## config.mk

```make
export PLATFORM = sky130hd
export DESIGN_NAME = apu_length_envelope_flat
export DESIGN_NICKNAME = d
export VERILOG_FILES = /design/src/rtl/apu_length_envelope_if.sv /design/src/rtl/apu_length_envelope.sv /design/src/flat_wrapper.sv
export SDC_FILE = /design/constraint.sdc
export NUM_CORES = 1
export LEC_CHECK = 0
export BUFFER_PORTS_ARGS = -buffer_cell sky130_fd_sc_hd__buf_2
export CAP_MARGIN = 20
export CORE_AREA = 4 4 68 45
export CTS_CLUSTER_DIAMETER = 40
export DETAILED_ROUTE_END_ITERATION = 10
export DIE_AREA = 0 0 72 49
export MAX_ROUTING_LAYER = met4
export PLACE_DENSITY_LB_ADDON = 0.12
export SLEW_MARGIN = 20
export SYNTH_ARGS = -nofsm -noshare
export SYNTH_HDL_FRONTEND = slang
export SYNTH_SLANG_ARGS = --single-unit
```

## constraint.sdc

```tcl
create_clock -name clk -period 2 [get_ports clk]
set_input_delay 0.3 -clock clk [delete_from_list [all_inputs] [get_ports clk]]
set_output_delay 0.3 -clock clk [all_outputs]
set_load 0.005 [all_outputs]
```

## src/rtl/apu_length_envelope_if.sv

```systemverilog
// Control and status bundle between an APU channel's register block and its
// length/envelope unit.
interface apu_length_envelope_if #(
  parameter int LEN_WIDTH = 6
);
  logic                 clk256_en;
  logic                 trigger;
  logic                 length_load;
  logic [LEN_WIDTH-1:0] length_data;
  logic                 length_enable;
  logic                 dac_enable;
  logic [3:0]           env_init_vol;
  logic                 env_dir;
  logic [2:0]           env_period;
  logic [3:0]           volume;
  logic                 channel_on;

  modport master (
    output clk256_en, trigger, length_load, length_data, length_enable,
           dac_enable, env_init_vol, env_dir, env_period,
    input  volume, channel_on
  );

  modport slave (
    input  clk256_en, trigger, length_load, length_data, length_enable,
           dac_enable, env_init_vol, env_dir, env_period,
    output volume, channel_on
  );
endinterface

```

## src/rtl/apu_length_envelope.sv

```systemverilog
// Per-channel length counter and volume envelope, stepped by the 256 Hz strobe
// with a 64 Hz envelope tick derived locally.
module apu_length_envelope #(
  parameter int LEN_WIDTH = 6
) (
  input  logic                   clk,
  input  logic                   reset,
  apu_length_envelope_if.slave   bus
);
  localparam int CW = LEN_WIDTH + 1;
  localparam logic [CW-1:0] LEN_FULL = {1'b1, {LEN_WIDTH{1'b0}}};

  logic [1:0]    div_q;
  logic [CW-1:0] len_cnt_q, len_cnt_d;
  logic [2:0]    env_timer_q, env_timer_d;
  logic [3:0]    volume_q, volume_d;
  logic          channel_on_q, channel_on_d;

  logic          env_tick;
  logic          len_dec;
  logic [CW-1:0] len_load_val;

  function automatic logic [3:0] env_step(input logic [3:0] vol, input logic up);
    if (up) return (vol == 4'hF) ? vol : vol + 4'd1;
    else    return (vol == 4'h0) ? vol : vol - 4'd1;
  endfunction

  assign env_tick     = bus.clk256_en && (div_q == 2'd3);
  assign len_load_val = LEN_FULL - {1'b0, bus.length_data};
  // Trigger and register loads both pre-empt the strobe's decrement.
  assign len_dec      = bus.clk256_en && bus.length_enable && (len_cnt_q != '0)
                        && !bus.trigger && !bus.length_load;

  always_comb begin
    len_cnt_d = len_cnt_q;
    if (bus.length_load)
      len_cnt_d = len_load_val;
    else if (bus.trigger && (len_cnt_q == '0))
      len_cnt_d = LEN_FULL;
    else if (len_dec)
      len_cnt_d = len_cnt_q - CW'(1);
  end

  always_comb begin
    channel_on_d = channel_on_q;
    if (bus.trigger)
      channel_on_d = 1'b1;
    else if (len_dec && (len_cnt_q == CW'(1)))
      channel_on_d = 1'b0;
    if (!bus.dac_enable)
      channel_on_d = 1'b0;
  end

  always_comb begin
    env_timer_d = env_timer_q;
    volume_d    = volume_q;
    if (bus.trigger) begin
      env_timer_d = bus.env_period;
      volume_d    = bus.env_init_vol;
    end else if (env_tick && (bus.env_period != 3'd0)) begin
      if (env_timer_q <= 3'd1) begin
        env_timer_d = bus.env_period;
        volume_d    = env_step(volume_q, bus.env_dir);
      end else begin
        env_timer_d = env_timer_q - 3'd1;
      end
    end
  end

  always_ff @(posedge clk or negedge reset) begin
    if (!reset) begin
      div_q        <= 2'd0;
      len_cnt_q    <= '0;
      env_timer_q  <= 3'd0;
      volume_q     <= 4'd0;
      channel_on_q <= 1'b0;
    end else begin
      if (bus.clk256_en)
        div_q <= div_q + 2'd1;
      len_cnt_q    <= len_cnt_d;
      env_timer_q  <= env_timer_d;
      volume_q     <= volume_d;
      channel_on_q <= channel_on_d;
    end
  end

  assign bus.volume     = volume_q;
  assign bus.channel_on = channel_on_q;
endmodule

```

## src/flat_wrapper.sv

```systemverilog
// flat-port wrapper written by rule: the top's interface ports become plain ports
module apu_length_envelope_flat 
#(
  parameter int LEN_WIDTH = 6
)
  (clk, reset, bus_clk256_en, bus_trigger, bus_length_load, bus_length_data, bus_length_enable, bus_dac_enable, bus_env_init_vol, bus_env_dir, bus_env_period, bus_volume, bus_channel_on);
  apu_length_envelope_if #(.LEN_WIDTH(LEN_WIDTH)) bus_i ();
  input  logic clk;
  input  logic reset;
  input wire logic [$bits(bus_i.clk256_en)-1:0] bus_clk256_en;
  input wire logic [$bits(bus_i.trigger)-1:0] bus_trigger;
  input wire logic [$bits(bus_i.length_load)-1:0] bus_length_load;
  input wire logic [$bits(bus_i.length_data)-1:0] bus_length_data;
  input wire logic [$bits(bus_i.length_enable)-1:0] bus_length_enable;
  input wire logic [$bits(bus_i.dac_enable)-1:0] bus_dac_enable;
  input wire logic [$bits(bus_i.env_init_vol)-1:0] bus_env_init_vol;
  input wire logic [$bits(bus_i.env_dir)-1:0] bus_env_dir;
  input wire logic [$bits(bus_i.env_period)-1:0] bus_env_period;
  output wire logic [$bits(bus_i.volume)-1:0] bus_volume;
  output wire logic [$bits(bus_i.channel_on)-1:0] bus_channel_on;
  assign bus_i.clk256_en = bus_clk256_en;
  assign bus_i.trigger = bus_trigger;
  assign bus_i.length_load = bus_length_load;
  assign bus_i.length_data = bus_length_data;
  assign bus_i.length_enable = bus_length_enable;
  assign bus_i.dac_enable = bus_dac_enable;
  assign bus_i.env_init_vol = bus_env_init_vol;
  assign bus_i.env_dir = bus_env_dir;
  assign bus_i.env_period = bus_env_period;
  assign bus_volume = bus_i.volume;
  assign bus_channel_on = bus_i.channel_on;
  apu_length_envelope #(.LEN_WIDTH(LEN_WIDTH)) u_core (.clk(clk), .reset(reset), .bus(bus_i));
endmodule
```

==> flow_metrics.env, run 1 <==
export IMPL_crit_type="reg -> reg"
export IMPL_grt_pass1_vias=1109
export IMPL_antenna_left=0
export IMPL_drt_total_wl_um=2820
export IMPL_drt_iter0_markers=69
export IMPL_drive_above_1_share=0.228
export IMPL_p_leak_nw=0.687
export IMPL_synth_nets=168
export IMPL_synth_top_family_by_area="compound AO/OA/AOI/OAI gates"
export IMPL_synth_xor_area_share=0.0558
export IMPL_cp_end_kind="flop"
export IMPL_port_buffers=25
export IMPL_clk_pin_slew_ps=70
export IMPL_ir_drop_mv=0.531
export IMPL_period_needed_ps=1870
export IMPL_slew_violations=0
export IMPL_die_width_um=72
export IMPL_antenna_found_initial=0
export IMPL_yosys_warnings=0
export IMPL_synth_simple_area_share=0.197
export IMPL_ioPinCount=26
export IMPL_fillers=221
export IMPL_clock_fmax_ghz=0.534
export IMPL_netlist_area_sq_um=1250
export IMPL_worst_pin_slew_ps=493
export IMPL_required_ps=2130
export IMPL_clockRootBuffer="clkbuf_8"
export IMPL_synth_flop_cell="dfrtp_1"
export IMPL_muxShareOfSynthArea=0.0249
export IMPL_dp_cells=194
export IMPL_synth_fa_ha_area_frac=0.0957
export IMPL_arrival_ps=2000
export IMPL_fin_tns_setup_ps=0
export IMPL_grt_max_degree=20
export IMPL_fp_dieH_um=49
export IMPL_start_kind="flop"
export IMPL_insertion_delay_ps=250
export IMPL_nets=198
export IMPL_vias=1186
export IMPL_synth_cell_types=48
export IMPL_powerDensity_nw_per_um2=701
export IMPL_finalSetupViolations=0
export IMPL_final_cells=199
export IMPL_cap_violations=0
export IMPL_cts_sinks=17
export IMPL_async_reset_ff_frac=1.00
export IMPL_synth_edf_count=0
export IMPL_vias_per_cell=5.96
export IMPL_num_antenna_cells=0
export IMPL_drt_pass1_iter_count=4
export IMPL_ctsLongestPathBuffers=2
export IMPL_worst_clock_skew_ps=8.19
export IMPL_drcViolationCount=0
export IMPL_slew_headroom=0.670
export IMPL_ys_ff_latch=17
export IMPL_initial_core_util=0.519
export IMPL_dp_hpwl_um=2200
export IMPL_die_area_sq_um=3530
export IMPL_dp_slack_ps=188
export IMPL_post_route_period_util=0.937
export IMPL_synth_avg_cell_area_sq_um=9.09
export IMPL_min_path_type="in -> reg"
export IMPL_worst_path_max_fanout=5
export IMPL_cts_resized=0
export IMPL_ys_seq_area_frac=0.339
export IMPL_hold_violations=0
export IMPL_fp_row_count=14
export IMPL_grt_overflow_total=0
export IMPL_fin_ws_ps=126
export IMPL_rsz0062_at_grt="false"
export IMPL_cts_made_buffers=3
export IMPL_routedWlPerCell_um=14.2
export IMPL_area_delta_synth_final_pct=18.1
export IMPL_core_area_sq_um=2420
export IMPL_grt_usage=0.170
export IMPL_status="completed"
export IMPL_cts_tree="done"
export IMPL_synth_compound_area_share=0.238
export IMPL_grt_pass1_wl_um=4700
export IMPL_routabilityCongestion=0.868
export IMPL_h_tree_depth=1
export IMPL_synth_cells=138
-- cells in the mapped netlist, types with 2 or more instances --
master	instances	area (sq um)
a2111oi_0	2	17.5
a211o_1	2	17.5
a211oi_1	3	22.5
a21oi_1	9	45.0
a22o_1	2	17.5
and3_1	4	25.0
and3b_1	2	17.5
clkbuf_1	2	7.51
dfrtp_1	17	425
ha_1	8	100
inv_1	12	45.0
mux2i_1	2	20.0
nand2_1	9	33.8
nand3_1	7	35.0
nand3b_1	2	15.0
nand4_1	2	12.5
nor2_1	5	18.8
nor3_1	4	20.0
nor4_1	2	12.5
o211ai_1	3	22.5
o21ai_0	5	25.0
o21bai_1	2	15.0
xnor2_1	3	26.3
xor2_1	5	43.8
-- path summary, 6_finish.rpt --
| path | to | cells past startpoint | start | slack, ps |
|---|---|---|---|---|
| worst max-delay path | u_core.len_cnt_q[4] | 6 | u_core.len_cnt_q[1] | 130 |
| worst min-delay path | u_core.bus.volume[0] | 3 | bus_env_init_vol[0] | 260 |
| worst max register to register | u_core.len_cnt_q[4] | 6 | u_core.len_cnt_q[1] | 130 |
| worst min register to register | u_core.div_q[0] | 1 | u_core.div_q[0] | 470 |
| max in group asynchronous | u_core.len_cnt_q[0] | 2 | reset | 1240 |
| min in group asynchronous | u_core.env_timer_q[0] | 2 | reset | 490 |
-- cell families (layout without fill, tap and decap cells) --
family	count (synthesis)	after routing
fa+ha+maj	9	9
xor+xnor	8	8
simple gates	44	44
mux	3	3
buf+inv	16	45
compound gates	41	41
flops	17	17
-- layer usage --
layer / vias up / GRT usage / share of wire
met5: - / - / 0
met4: 0 / 0.0281 / 0.0071
met3: 4 / 0.0535 / 0.070
met2: 48 / 0.244 / 0.44
met1: 556 / 0.238 / 0.48
li1: 578 / - / -
-- worst max-delay path, cell delays in order, from the launching register on --
cell and delay, ps:
dfrtp_1 390, inv_1 100, ha_1 190, nand2b_1 160
or4_1 530, a311oi_1 310, a21oi_1 70
-- power by group --
part           switching (mW)  total [mW]  internal (mW)
clock                   0.109       0.247          0.138
combinational           0.171       0.326          0.155
sequential             0.0608       0.466          0.405
-- flip-flops by register name, summed over array words and instances, names as in the netlist --
signal / count
u_core.div_q: 2
u_core.len_cnt_q: 7
u_core.bus.volume: 4
u_core.env_timer_q: 3
u_core.bus.channel_on: 1
-- stage by stage --
step	hold slack (ps)	instance area, sq um	util	total power, mW
final	257	1480	0.613	1.04
after global routing	272	1480	0.613	1.13
after CTS	253	1480	0.613	1.05
after detailed placement	242	1430	0.590	0.792
after global placement	237	1430	0.590	0.778
after floorplan	4.41	1250	-	0.684
-- final cells by class --
type                            count  area, sq um  area share
Clock inverter                      1         5.00     0.00338
Timing Repair Buffer               29          158       0.106
Multi-Input combinational cell    105          768       0.518
Inverter                           12         45.0      0.0304
Clock buffer                        3         41.3      0.0278
Sequential cell                    17          425       0.287
Tap cell                           32         40.0      0.0270
-- placed cells by master, fill, tap and decap left out, types with 5 or more instances in the layout --
cell type,instances
buf_2,25
nand3_1,7
nand2_1,9
xor2_1,5
ha_1,8
inv_1,12
dfrtp_1,17
o21ai_0,5
nor2_1,5
a21oi_1,9
-- timing repair --
| item | 4_1_cts | 5_1_grt |
|---|---|---|
| buffers inserted | 0 | 0 |
| endpoints found under the hold margin | 17 | 0 |
| hold buffers | 1 | 0 |
(Power assumes the default switching activity.)
==> run 2, diff against run 1 <==
==> constraint.sdc (replaced) <==
create_clock -name clk -period 2 [get_ports clk]
set_input_delay 0.1 -clock clk [delete_from_list [all_inputs] [get_ports clk]]
set_output_delay 0.1 -clock clk [all_outputs]
set_load 0.005 [all_outputs]
==> flow_metrics.env, run 2 (same netlist as run 1, synthesis figures left out) <==
export IMPL_status="completed"
export IMPL_worst_clock_skew_ps=3.70
export IMPL_num_antenna_cells=0
export IMPL_drt_total_wl_um=2880
export IMPL_ioPinCount=26
export IMPL_min_delay_path_depth=3
export IMPL_cap_violations=0
export IMPL_fin_util=0.610
export IMPL_whs_ps=59.7
export IMPL_rsz0062_at_grt="false"
export IMPL_required_ps=2130
export IMPL_met1_length_um=1490
export IMPL_insertion_delay_ps=250
export IMPL_slew_violations=0
export IMPL_period_needed_ps=1830
export IMPL_met3_length_um=178
export IMPL_antenna_left=0
export IMPL_grt_pass1_vias=1107
export IMPL_ir_drop_mv=0.408
export IMPL_fp_row_count=14
export IMPL_dp_hpwl_um=2250
export IMPL_grt_max_degree=22
export IMPL_worst_pin_slew_ps=455
export IMPL_worst_path_max_fanout=5
export IMPL_reg2regPathDepth=6
export IMPL_port_buffers=25
export IMPL_ctsLongestPathBuffers=2
export IMPL_cts_tree="done"
export IMPL_core_area_sq_um=2420
export IMPL_cts_made_buffers=3
export IMPL_fp_dieH_um=49
export IMPL_cts_resized=0
export IMPL_cp_end_kind="flop"
export IMPL_grt_usage=0.175
export IMPL_start_kind="flop"
export IMPL_nets=197
export IMPL_reg2reg_from="u_core.len_cnt_q[0]"
export IMPL_vias=1169
export IMPL_grt_overflow_total=0
export IMPL_fillers=236
export IMPL_routed_top_layer="met4"
export IMPL_arrival_ps=1960
export IMPL_drcViolationCount=0
export IMPL_routedWlPerCell_um=14.6
export IMPL_antenna_found_initial=0
export IMPL_vias_per_cell=5.90
export IMPL_drt_pass1_iter_count=4
export IMPL_largest_register="u_core.len_cnt_q"
export IMPL_die_width_um=72
export IMPL_grt_pass1_wl_um=4850
export IMPL_hold_end="u_core.bus.volume[0]"
export IMPL_clockRootBuffer="clkbuf_8"
export IMPL_slew_headroom=0.695
export IMPL_post_route_period_util=0.914
export IMPL_r2r_slack_ps=170
export IMPL_clk_pin_slew_ps=70
export IMPL_finalSetupViolations=0
export IMPL_reg2reg_to="u_core.len_cnt_q[4]"
export IMPL_power_mw=1.05
export IMPL_min_from="bus_env_init_vol[0]"
export IMPL_final_cell_mix="25 x buf_2, 17 x dfrtp_1, 12 x inv_1"
export IMPL_drive_above_1_share=0.223
export IMPL_area_delta_synth_final_pct=17.5
export IMPL_min_path_type="in -> reg"
export IMPL_die_area_sq_um=3530
export IMPL_final_common_cell="buf_2"
export IMPL_fin_tns_setup_ps=0
export IMPL_drt_iter0_markers=77
export IMPL_powerDensity_nw_per_um2=713
export IMPL_initial_core_util=0.519
export IMPL_hold_violations=0
export IMPL_largest_reg_flops=7
export IMPL_h_tree_depth=1
export IMPL_cts_sinks=17
export IMPL_p_leak_nw=0.682
export IMPL_clock_fmax_ghz=0.547
export IMPL_wl_met2_um=1210
export IMPL_crit_type="reg -> reg"
export IMPL_ff_latch_area_sq_um=425
export IMPL_routabilityCongestion=0.837
export IMPL_multiInputGateArea_sq_um=768
-- run 2: cell count changes in the layout (fill, tap and decap cells not counted) --
cell   previous run  this run
buf_4             3         2
-- run 2: per-stage QoR --
stage / cells / instance area [sq um] / setup slack (ps)
after CTS: 198 / 1480 / 207
after global placement: 193 / 1420 / 267
after global routing: 198 / 1480 / 136
after floorplan: 138 / 1250 / 310
final: 198 / 1480 / 171
after detailed placement: 193 / 1420 / 206
-- run 2: worst max-delay path by stage --
stage                     slack, ps           startpoint                  end
after floorplan                 310  u_core.len_cnt_q[0]  u_core.len_cnt_q[4]
after global placement          270  u_core.len_cnt_q[0]  u_core.len_cnt_q[4]
after detailed placement        210  u_core.len_cnt_q[0]  u_core.len_cnt_q[4]
after CTS                       210  u_core.len_cnt_q[0]  u_core.len_cnt_q[4]
after global routing            140  u_core.len_cnt_q[0]  u_core.len_cnt_q[4]
final                           170  u_core.len_cnt_q[0]  u_core.len_cnt_q[4]
-- run 2: area by class of cell --
class / count / share of cell area
clock buffers: 3 / 0.0280
clock inverters: 1 / 0.00339
inverters: 12 / 0.0305
multi-input cells: 105 / 0.521
flip-flops and latches: 17 / 0.288
well taps: 32 / 0.0271
repair buffers: 28 / 0.102
-- run 2: metal layers --
layer,up-vias,global-route usage
met1,558,0.250
met5,-,-
met2,31,0.229
met3,2,0.0597
li1,578,-
met4,0,0.0531
-- run 2: worst max-delay path, stage by stage (launching register included) --
cell and delay (ps):
dfrtp_1 420, inv_1 70, ha_1 170, nand2b_1 150
or4_1 530, a311oi_1 290, a21oi_1 70
-- run 2: where the power goes --
part	leakage (nW)	total, mW	switching, mW	internal [mW]
clock	0.0255	0.257	0.119	0.138
combinational	0.455	0.327	0.172	0.155
sequential	0.201	0.468	0.0631	0.405
total	0.682	1.05	0.354	0.698
-- run 2: what timing repair did --
action / CTS / global route
hold buffers: 1 / 0
hold endpoints to repair: 17 / 0
setup buffers: 0 / 0
==> run 3, diff against run 2 <==
--- a/config.mk
+++ b/config.mk
@@ -5,12 +5,12 @@
 export SDC_FILE = /design/constraint.sdc
 export NUM_CORES = 1
 export LEC_CHECK = 0
-export BUFFER_PORTS_ARGS = -buffer_cell sky130_fd_sc_hd__buf_2
 export CAP_MARGIN = 20
-export CORE_AREA = 4 4 68 45
+export CORE_AREA = 4 4 97 62
 export CTS_CLUSTER_DIAMETER = 40
 export DETAILED_ROUTE_END_ITERATION = 10
-export DIE_AREA = 0 0 72 49
+export DIE_AREA = 0 0 101 66
+export DONT_BUFFER_PORTS = 1
 export MAX_ROUTING_LAYER = met4
 export PLACE_DENSITY_LB_ADDON = 0.12
 export SLEW_MARGIN = 20
==> flow_metrics.env, run 3 (same netlist as run 1, synthesis figures left out) <==
export IMPL_slowest_stage="or4_1"
export IMPL_post_route_period_util=0.883
export IMPL_cap_violations=0
export IMPL_final_cell_mix="17 x dfrtp_1, 12 x inv_1, 11 x dlygate4sd3_1"
export IMPL_cts_sinks=17
export IMPL_antenna_found_initial=0
export IMPL_min_from="bus_length_data[0]"
export IMPL_cp_end_kind="flop"
export IMPL_finalSetupViolations=0
export IMPL_cts_made_buffers=3
export IMPL_rsz0062_at_grt="false"
export IMPL_fp_dieH_um=66
export IMPL_antenna_left=0
export IMPL_worst_clock_skew_ps=3.01
export IMPL_die_width_um=101
export IMPL_fp_row_count=20
export IMPL_routabilityCongestion=0.848
export IMPL_die_area_sq_um=6670
export IMPL_drt_pass1_iter_count=4
export IMPL_crit_chain="inv_1 > ha_1 > nand2b_2 > or4_1 > a311oi_1 > a21oi_1"
export IMPL_postCtsSetupRepairBufs=0
export IMPL_clockRootBuffer="clkbuf_8"
export IMPL_grt_overflow_total=0
export IMPL_period_needed_ps=1770
export IMPL_ir_drop_mv=0.222
export IMPL_arrival_ps=1900
export IMPL_hold_violations=0
export IMPL_required_ps=2130
export IMPL_slew_headroom=0.397
export IMPL_reg2reg_to="u_core.len_cnt_q[4]"
export IMPL_worst_pin_slew_ps=901
export IMPL_reg2regPathDepth=6
export IMPL_ioPinCount=26
export IMPL_port_buffers=0
export IMPL_min_delay_path_depth=2
export IMPL_cts_tree="done"
export IMPL_start_kind="flop"
export IMPL_drive_above_1_share=0.0795
export IMPL_drt_iter0_markers=65
export IMPL_area_delta_synth_final_pct=19.0
export IMPL_dp_slack_ps=195
export IMPL_dp_hpwl_um=2560
export IMPL_hold_end="u_core.len_cnt_q[0]"
export IMPL_status="completed"
export IMPL_fin_tns_setup_ps=0
export IMPL_fin_ws_ps=233
export IMPL_grt_pass1_vias=1179
export IMPL_ctsLongestPathBuffers=2
export IMPL_drcViolationCount=0
export IMPL_clock_fmax_ghz=0.566
export IMPL_reg2reg_from="u_core.len_cnt_q[0]"
export IMPL_grt_max_degree=18
export IMPL_max_stage_delay_ps=510
export IMPL_clk_pin_slew_ps=70
export IMPL_drt_total_wl_um=3440
export IMPL_fillers=536
export IMPL_grt_pass1_wl_um=6020
export IMPL_r2r_slack_ps=230
export IMPL_final_common_cell="dfrtp_1"
export IMPL_nets=182
export IMPL_min_path_type="in -> reg"
export IMPL_insertion_delay_ps=250
export IMPL_routedWlPerCell_um=15.8
export IMPL_slew_violations=0
export IMPL_fin_util=0.297
export IMPL_vias=1124
export IMPL_largest_reg_flops=7
export IMPL_initial_core_util=0.250
export IMPL_p_leak_nw=0.622
export IMPL_h_tree_depth=1
export IMPL_core_area_sq_um=5030
export IMPL_num_antenna_cells=0
export IMPL_crit_type="reg -> reg"
export IMPL_grt_usage=0.119
export IMPL_whs_ps=9.01
export IMPL_largest_register="u_core.len_cnt_q"
export IMPL_powerDensity_nw_per_um2=693
export IMPL_vias_per_cell=5.18
export IMPL_worst_path_max_fanout=5
==> run 3: changes by cell type in the layout (fill, tap and decap cells not counted), sizes merged <==
cell / previous run / this run
clkbuf: 3 / 4
dlygate4sd3: 1 / 11
clkinv: 1 / 0
buf: 27 / 2
==> run 3: final cells by class <==
class	count	area (sq um)	share of cell area
multi-input combinational	105	771	0.516
sequential	17	425	0.285
timing repair buffer	13	125	0.0838
tap	66	82.6	0.0553
clock buffer	4	45.0	0.0302
inverter	12	45.0	0.0302
==> run 3: metrics by stage <==
step | area (sq um) | power [mW] | std cells
after floorplan | 1250 | 0.684 | 138
after global placement | 1340 | 0.735 | 202
after detailed placement | 1340 | 0.752 | 202
after CTS | 1490 | 1.06 | 217
after global routing | 1490 | 1.12 | 217
final | 1490 | 1.04 | 217
==> run 3: layer usage <==
layer	global-route usage	wire length, um
met1	0.172	1720
met2	0.165	1460
met3	0.0348	224
met4	0.0216	24
met5	-	0
==> run 3: power breakdown <==
part,internal [mW],switching [mW],total [mW]
Sequential,0.405,0.0670,0.472
Clock,0.141,0.121,0.263
Combinational,0.148,0.153,0.301
==> run 3: critical path: cells and delay by family (launching register included) <==
kind                     cells  cell delay (ps)
adder cells (fa/ha/maj)      1              200
AO/OA/AOI/OAI                2              330
AND/OR/NAND/NOR              2              630
buffers and inverters        1               70
flip-flops                   1              420
==> run 3: worst max path at each step <==
stage                        start                   to  slack, ps  depth (start not counted)
3_3_place_gp   u_core.len_cnt_q[0]  u_core.len_cnt_q[4]        250                          6
2_1_floorplan  u_core.len_cnt_q[0]  u_core.len_cnt_q[4]        310                          6
6_report       u_core.len_cnt_q[0]  u_core.len_cnt_q[4]        230                          6
4_1_cts        u_core.len_cnt_q[0]  u_core.len_cnt_q[4]        190                          6
5_1_grt        u_core.len_cnt_q[1]  u_core.len_cnt_q[4]         50                          6
3_5_place_dp   u_core.len_cnt_q[0]  u_core.len_cnt_q[4]        200                          6
==> run 3: timing repair <==
item / CTS / global route
hold buffers: 11 / 0
endpoints found under the setup margin: 0 / 1
endpoints found under the hold margin: 32 / 0
gates resized for setup: 0 / 1
